### config.mk
export PLATFORM = sky130hd
export DESIGN_NAME = mux_share_arbiter
export DESIGN_NICKNAME = d
export VERILOG_FILES = /design/src/rtl/matmul_pkg.sv /design/src/rtl/mux_share_arbiter_mux2.sv /design/src/rtl/mux_share_arbiter.sv
export SDC_FILE = /design/constraint.sdc
export NUM_CORES = 1
export LEC_CHECK = 0
export CORE_MARGIN = 4
export CORE_UTILIZATION = 37
export CTS_CLUSTER_DIAMETER = 200
export DETAILED_ROUTE_END_ITERATION = 12
export HOLD_SLACK_MARGIN = 0.1
export PLACE_DENSITY = 0.8
export SLEW_MARGIN = 20
export SYNTH_ARGS = -nofsm -noshare
export SYNTH_HDL_FRONTEND = slang
export SYNTH_HIERARCHICAL = 1
export SYNTH_SLANG_ARGS = --single-unit
### constraint.sdc
create_clock -name clk -period 2.1 [get_ports clk]
set_clock_uncertainty 0.15 [all_clocks]
set_input_delay 0.21 -clock clk [delete_from_list [all_inputs] [get_ports clk]]
set_output_delay 0.21 -clock clk [all_outputs]
set_load 0.01 [all_outputs]
### src/rtl/matmul_pkg.sv
// Shared definitions for the operand-sharing arbiter: state encoding,
// mux select polarity, default sizes and the arbitration helper.
package matmul_pkg;

    typedef enum logic [1:0] {
        ST_IDLE = 2'd0,
        ST_OWN0 = 2'd1,
        ST_OWN1 = 2'd2
    } state_t;

    // Select polarity of the shared mux bank: port a carries stream 0.
    localparam logic SEL_IN0 = 1'b1;
    localparam logic SEL_IN1 = 1'b0;

    localparam int DEF_DATA_W    = 8;
    localparam int DEF_BURST_LEN = 4;

    // Pick the next owner from the request levels.
    // A pointer of 0 favours requester 0 when both ask.
    function automatic state_t arbitrate(input logic r0, input logic r1, input logic ptr);
        state_t winner;
        if (r0 && r1) begin
            winner = ptr ? ST_OWN1 : ST_OWN0;
        end else if (r0) begin
            winner = ST_OWN0;
        end else if (r1) begin
            winner = ST_OWN1;
        end else begin
            winner = ST_IDLE;
        end
        return winner;
    endfunction

endpackage

### src/rtl/mux_share_arbiter_mux2.sv
// Single-bit 2:1 multiplexer; replicated to form the shared operand path.
module mux2 (
    input  logic a,
    input  logic b,
    input  logic s,
    output logic y
);

    // s high passes port a, s low passes port b.
    always_comb begin
        y = s ? a : b;
    end

endmodule

### src/rtl/mux_share_arbiter.sv
// Round-robin burst arbiter that shares one operand mux path between two
// streams. The owner keeps the path for BURST_LEN accepted beats, then the
// grant moves on, back-to-back when the other side is waiting.
module mux_share_arbiter
    import matmul_pkg::*;
#(
    parameter int DATA_W    = DEF_DATA_W,
    parameter int BURST_LEN = DEF_BURST_LEN,
    parameter int CNT_W     = 8
) (
    input  logic              clk,
    input  logic              rst,
    input  logic              req0,
    input  logic              req1,
    input  logic              in0_valid,
    input  logic [DATA_W-1:0] in0_data,
    output logic              in0_ready,
    input  logic              in1_valid,
    input  logic [DATA_W-1:0] in1_data,
    output logic              in1_ready,
    output logic              out_valid,
    output logic [DATA_W-1:0] out_data,
    input  logic              out_ready,
    output logic              sel,
    output logic [1:0]        grant,
    output logic              busy,
    output logic              burst_done
);

    localparam logic [CNT_W-1:0] LAST_BEAT = CNT_W'(BURST_LEN - 1);

    state_t           state;
    state_t           next_state;
    logic [CNT_W-1:0] cnt;
    logic [CNT_W-1:0] next_cnt;
    logic             ptr;
    logic             next_ptr;
    logic             beat;

    // State, beat counter, priority pointer and the registered mux
    // select / grant, all derived from the next state so they change
    // only on the clock edge.
    always_ff @(posedge clk) begin
        if (rst) begin
            state <= ST_IDLE;
            cnt   <= '0;
            ptr   <= 1'b0;
            sel   <= SEL_IN1;
            grant <= 2'b00;
        end else begin
            state <= next_state;
            cnt   <= next_cnt;
            ptr   <= next_ptr;
            sel   <= (next_state == ST_OWN0) ? SEL_IN0 : SEL_IN1;
            grant <= {next_state == ST_OWN1, next_state == ST_OWN0};
        end
    end

    // Handshake gating for the owner, beat counting and re-arbitration
    // on the final beat so a waiting requester takes over without a bubble.
    always_comb begin
        next_state = state;
        next_cnt   = cnt;
        next_ptr   = ptr;
        out_valid  = 1'b0;
        in0_ready  = 1'b0;
        in1_ready  = 1'b0;
        burst_done = 1'b0;
        beat       = 1'b0;

        case (state)
            ST_IDLE: begin
                next_state = arbitrate(req0, req1, ptr);
            end
            ST_OWN0: begin
                out_valid = in0_valid;
                in0_ready = out_ready;
            end
            ST_OWN1: begin
                out_valid = in1_valid;
                in1_ready = out_ready;
            end
            default: begin
                next_state = ST_IDLE;
            end
        endcase

        beat = out_valid && out_ready;

        if (beat) begin
            if (cnt == LAST_BEAT) begin
                burst_done = 1'b1;
                next_cnt   = '0;
                next_ptr   = (state == ST_OWN0);
                next_state = arbitrate(req0, req1, next_ptr);
            end else begin
                next_cnt = cnt + CNT_W'(1);
            end
        end
    end

    // Busy simply mirrors a non-empty grant.
    always_comb begin
        busy = |grant;
    end

    // One 2:1 mux per operand bit, all steered by the registered select.
    for (genvar i = 0; i < DATA_W; i++) begin : g_mux
        mux2 u_mux (
            .a (in0_data[i]),
            .b (in1_data[i]),
            .s (sel),
            .y (out_data[i])
        );
    end

endmodule

==> results_dict.tcl <==
set metrics [dict create \
    p_leak_nw 0.571 \
    io_buffers 38 \
    synthCells 91 \
    slew_headroom_pct 74.3 \
    r2r_end "grant[1]$_SDFF_PP0_" \
    worstPathRequired_ns 2.16 \
    final_net_count 169 \
    die-area_sq_mm 0.00317 \
    grt_pass1_wl_mm 3.68 \
    die_h_microns 56.3 \
    core_sq_mm 0.00221 \
    finalHoldViolations 0 \
    cts_num_sinks 13 \
    yosysSeqAreaShare_pct 30.1 \
    synthArstFlopShare_pct 0 \
    synth_area_leaders "dfxtp_1 (30%), mux2_4 (14%), ha_1 (7.2%)" \
    yosys_warnings 6 \
    die_x_microns 56.3 \
    worstHoldStart "cnt[7]$_SDFFE_PP0N_" \
    root_buffer "clkbuf_4" \
    drv_cap 0 \
    drt_pass1_iterations 4 \
    clk_latency_ns 0.27 \
    gp_congestion 0.938 \
    timing.final.crit_share_pct 94.4 \
    report.final.slew_viol_count 0 \
    ff2ff_path_depth 7 \
    gr-total-overflow 0 \
    drt_iter0_drc 13 \
    htreeDepth 1 \
    vias_per_cell 5.10 \
    cts.hold.buffers_added 0 \
    fin_crit_ns 1.98 \
    syn-num-nets 119 \
    setup_tns_ns 0 \
    synth_top_area_share_pct 30.1 \
    holdPathStages 2 \
    cts_tree "yes" \
    peakVddDrop_uv 378 \
    syn_area_sq_um 865 \
    fmax_mhz 505 \
    ant_nets 0 \
    synth_cell_types 33 \
    syn2layout_area_growth_pct 58.3 \
    path_max_fanout 10 \
    synth_edf_count 0 \
    antenna_found_initial 0 \
    synth_commonest_cells "dfxtp_1 (13), nor2_1 (11), mux2_4 (8)" \
    reg2reg_slack_ns 0.12 \
    wl_per_cell_microns 12.9 \
    r2r-start "state[1]$_SDFF_PP0_" \
    dpl.cell_count 164 \
    synth.most_common_cell "dfxtp_1" \
    routed_wl_mm 2.18 \
    min_path_type "reg2reg" \
    grt_setup_unrepaired "false" \
    outcome "finished clean" \
    powerDensity_mw_per_mm2 482 \
    ys.flop_type "dfxtp_1" \
    postSynthAreaPerCell_sq_um 9.50 \
    hold_path_end "cnt[7]$_SDFFE_PP0N_" \
    endpoint_kind "flip-flop" \
    cts_buffers 3 \
    diodes 0 \
    cts_buffer_depth 2 \
    final_cells 168 \
    grt_pass1_vias 838 \
    start_kind "flip-flop" \
    power.total_mw 0.660 \
    synth_seq_cells 13 \
    yosysTopAreaCell "dfxtp_1" \
    rows 17 \
    final_layout_size_suffix_gt1_share_pct 20.7 \
    grt_use_total_pct 14.6 \
    grt_max_degree 12 \
    worst_pin_slew_ns 0.381 \
    setup_viol 0 \
    drc 0 \
    vias 856 \
    num_io_pins 39 \
    worstSetupPathType "reg2reg" \
    start_util_pct 39.1 \
    crit_arrival_ns 2.04 \
    dpl.hpwl_mm 1.80 \
    clk_pin_slew_ns 0.07 \
]
## metrics by stage
step / instance area [sq um] / worst slack [ns] / util [%] / hold slack, ns
2_1_floorplan: 865 / 0.0561 / - / 0.129
3_3_place_gp: 1340 / 0.102 / 60.4 / 0.353
3_5_place_dp: 1340 / 0.0453 / 60.4 / 0.373
4_1_cts: 1370 / 0.00279 / 61.7 / 0.395
5_1_grt: 1370 / 0.0151 / 61.9 / 0.431
6_report: 1370 / 0.118 / 61.9 / 0.387
## placed cells by master, fill, tap and decap left out, types with 2 or more instances in the layout
cell / count
inv_1: 4
nor2_1: 11
nand3_1: 2
nor3_1: 2
or2_2: 2
xnor2_1: 6
nor2b_1: 2
clkdlybuf4s50_1: 35
ha_1: 3
nand4_1: 2
mux2_4: 8
buf_4: 9
ha_2: 2
a211oi_1: 3
nor4b_1: 2
a21oi_1: 3
dfxtp_1: 12
mux2i_1: 2
and2_1: 2
nand2_1: 4
nor3b_1: 2
clkbuf_4: 3
## registers in the layout (all words and copies together) (netlist names)
register  flops
grant         2
state         2
ptr           1
cnt           8
## area by class of cell
| class | instances | area [sq um] |
|---|---|---|
| repair buffers | 48 | 455 |
| fillers | 198 | 843 |
| multi-input cells | 71 | 576 |
| well taps | 28 | 35.0 |
| clock buffers | 4 | 26.3 |
| flip-flops and latches | 13 | 262 |
| inverters | 4 | 15.0 |
## worst max-delay path, stage by stage (launching register included)
cell	delay, ns
dfxtp_2	0.35
inv_1	0.08
ha_1	0.30
nand3_1	0.09
and4bb_1	0.31
buf_6	0.15
or3b_1	0.35
a21oi_1	0.14
## how the worst max path moves through the flow
stage                         from                   to
3_5_place_dp   state[1]$_SDFF_PP0_           burst_done
3_3_place_gp             out_ready           burst_done
6_report       state[1]$_SDFF_PP0_  grant[1]$_SDFF_PP0_
4_1_cts        state[1]$_SDFF_PP0_           burst_done
2_1_floorplan  state[1]$_SDFF_PP0_  grant[1]$_SDFF_PP0_
5_1_grt        state[1]$_SDFF_PP0_  grant[1]$_SDFF_PP0_
## power by group
group          switching [mW]  internal (mW)
Clock                  0.0740         0.0737
Combinational          0.0945          0.159
Sequential            0.00412          0.255
Total                   0.173          0.488
## logic make-up after synthesis
group	count (synthesis)	share of synthesized area, %
muxes	11	17.5
adders and majority gates	5	7.24
DFF	13	30.1
and+or+nand+nor	37	23.9
buffers and inverters	7	3.91
xor gates and xnor gates	7	7.09
AOI/OAI and AO/OA	11	10.3
## per-layer routing
metal  up-vias  track usage, %  routed length (microns)
li1        417               -                        -
met1       395            15.4                      842
met2        38            25.7                     1070
met3         6            6.21                      249
met4         0            5.08                       18
met5         -               0                        0
## what timing repair did
action,4_1_cts,5_1_grt
pin swaps,0,1
resized for setup,4,5
endpoints found under the setup margin,3,6
buffers inserted,0,0
No activity file was read; power rests on OpenSTA's default activity.
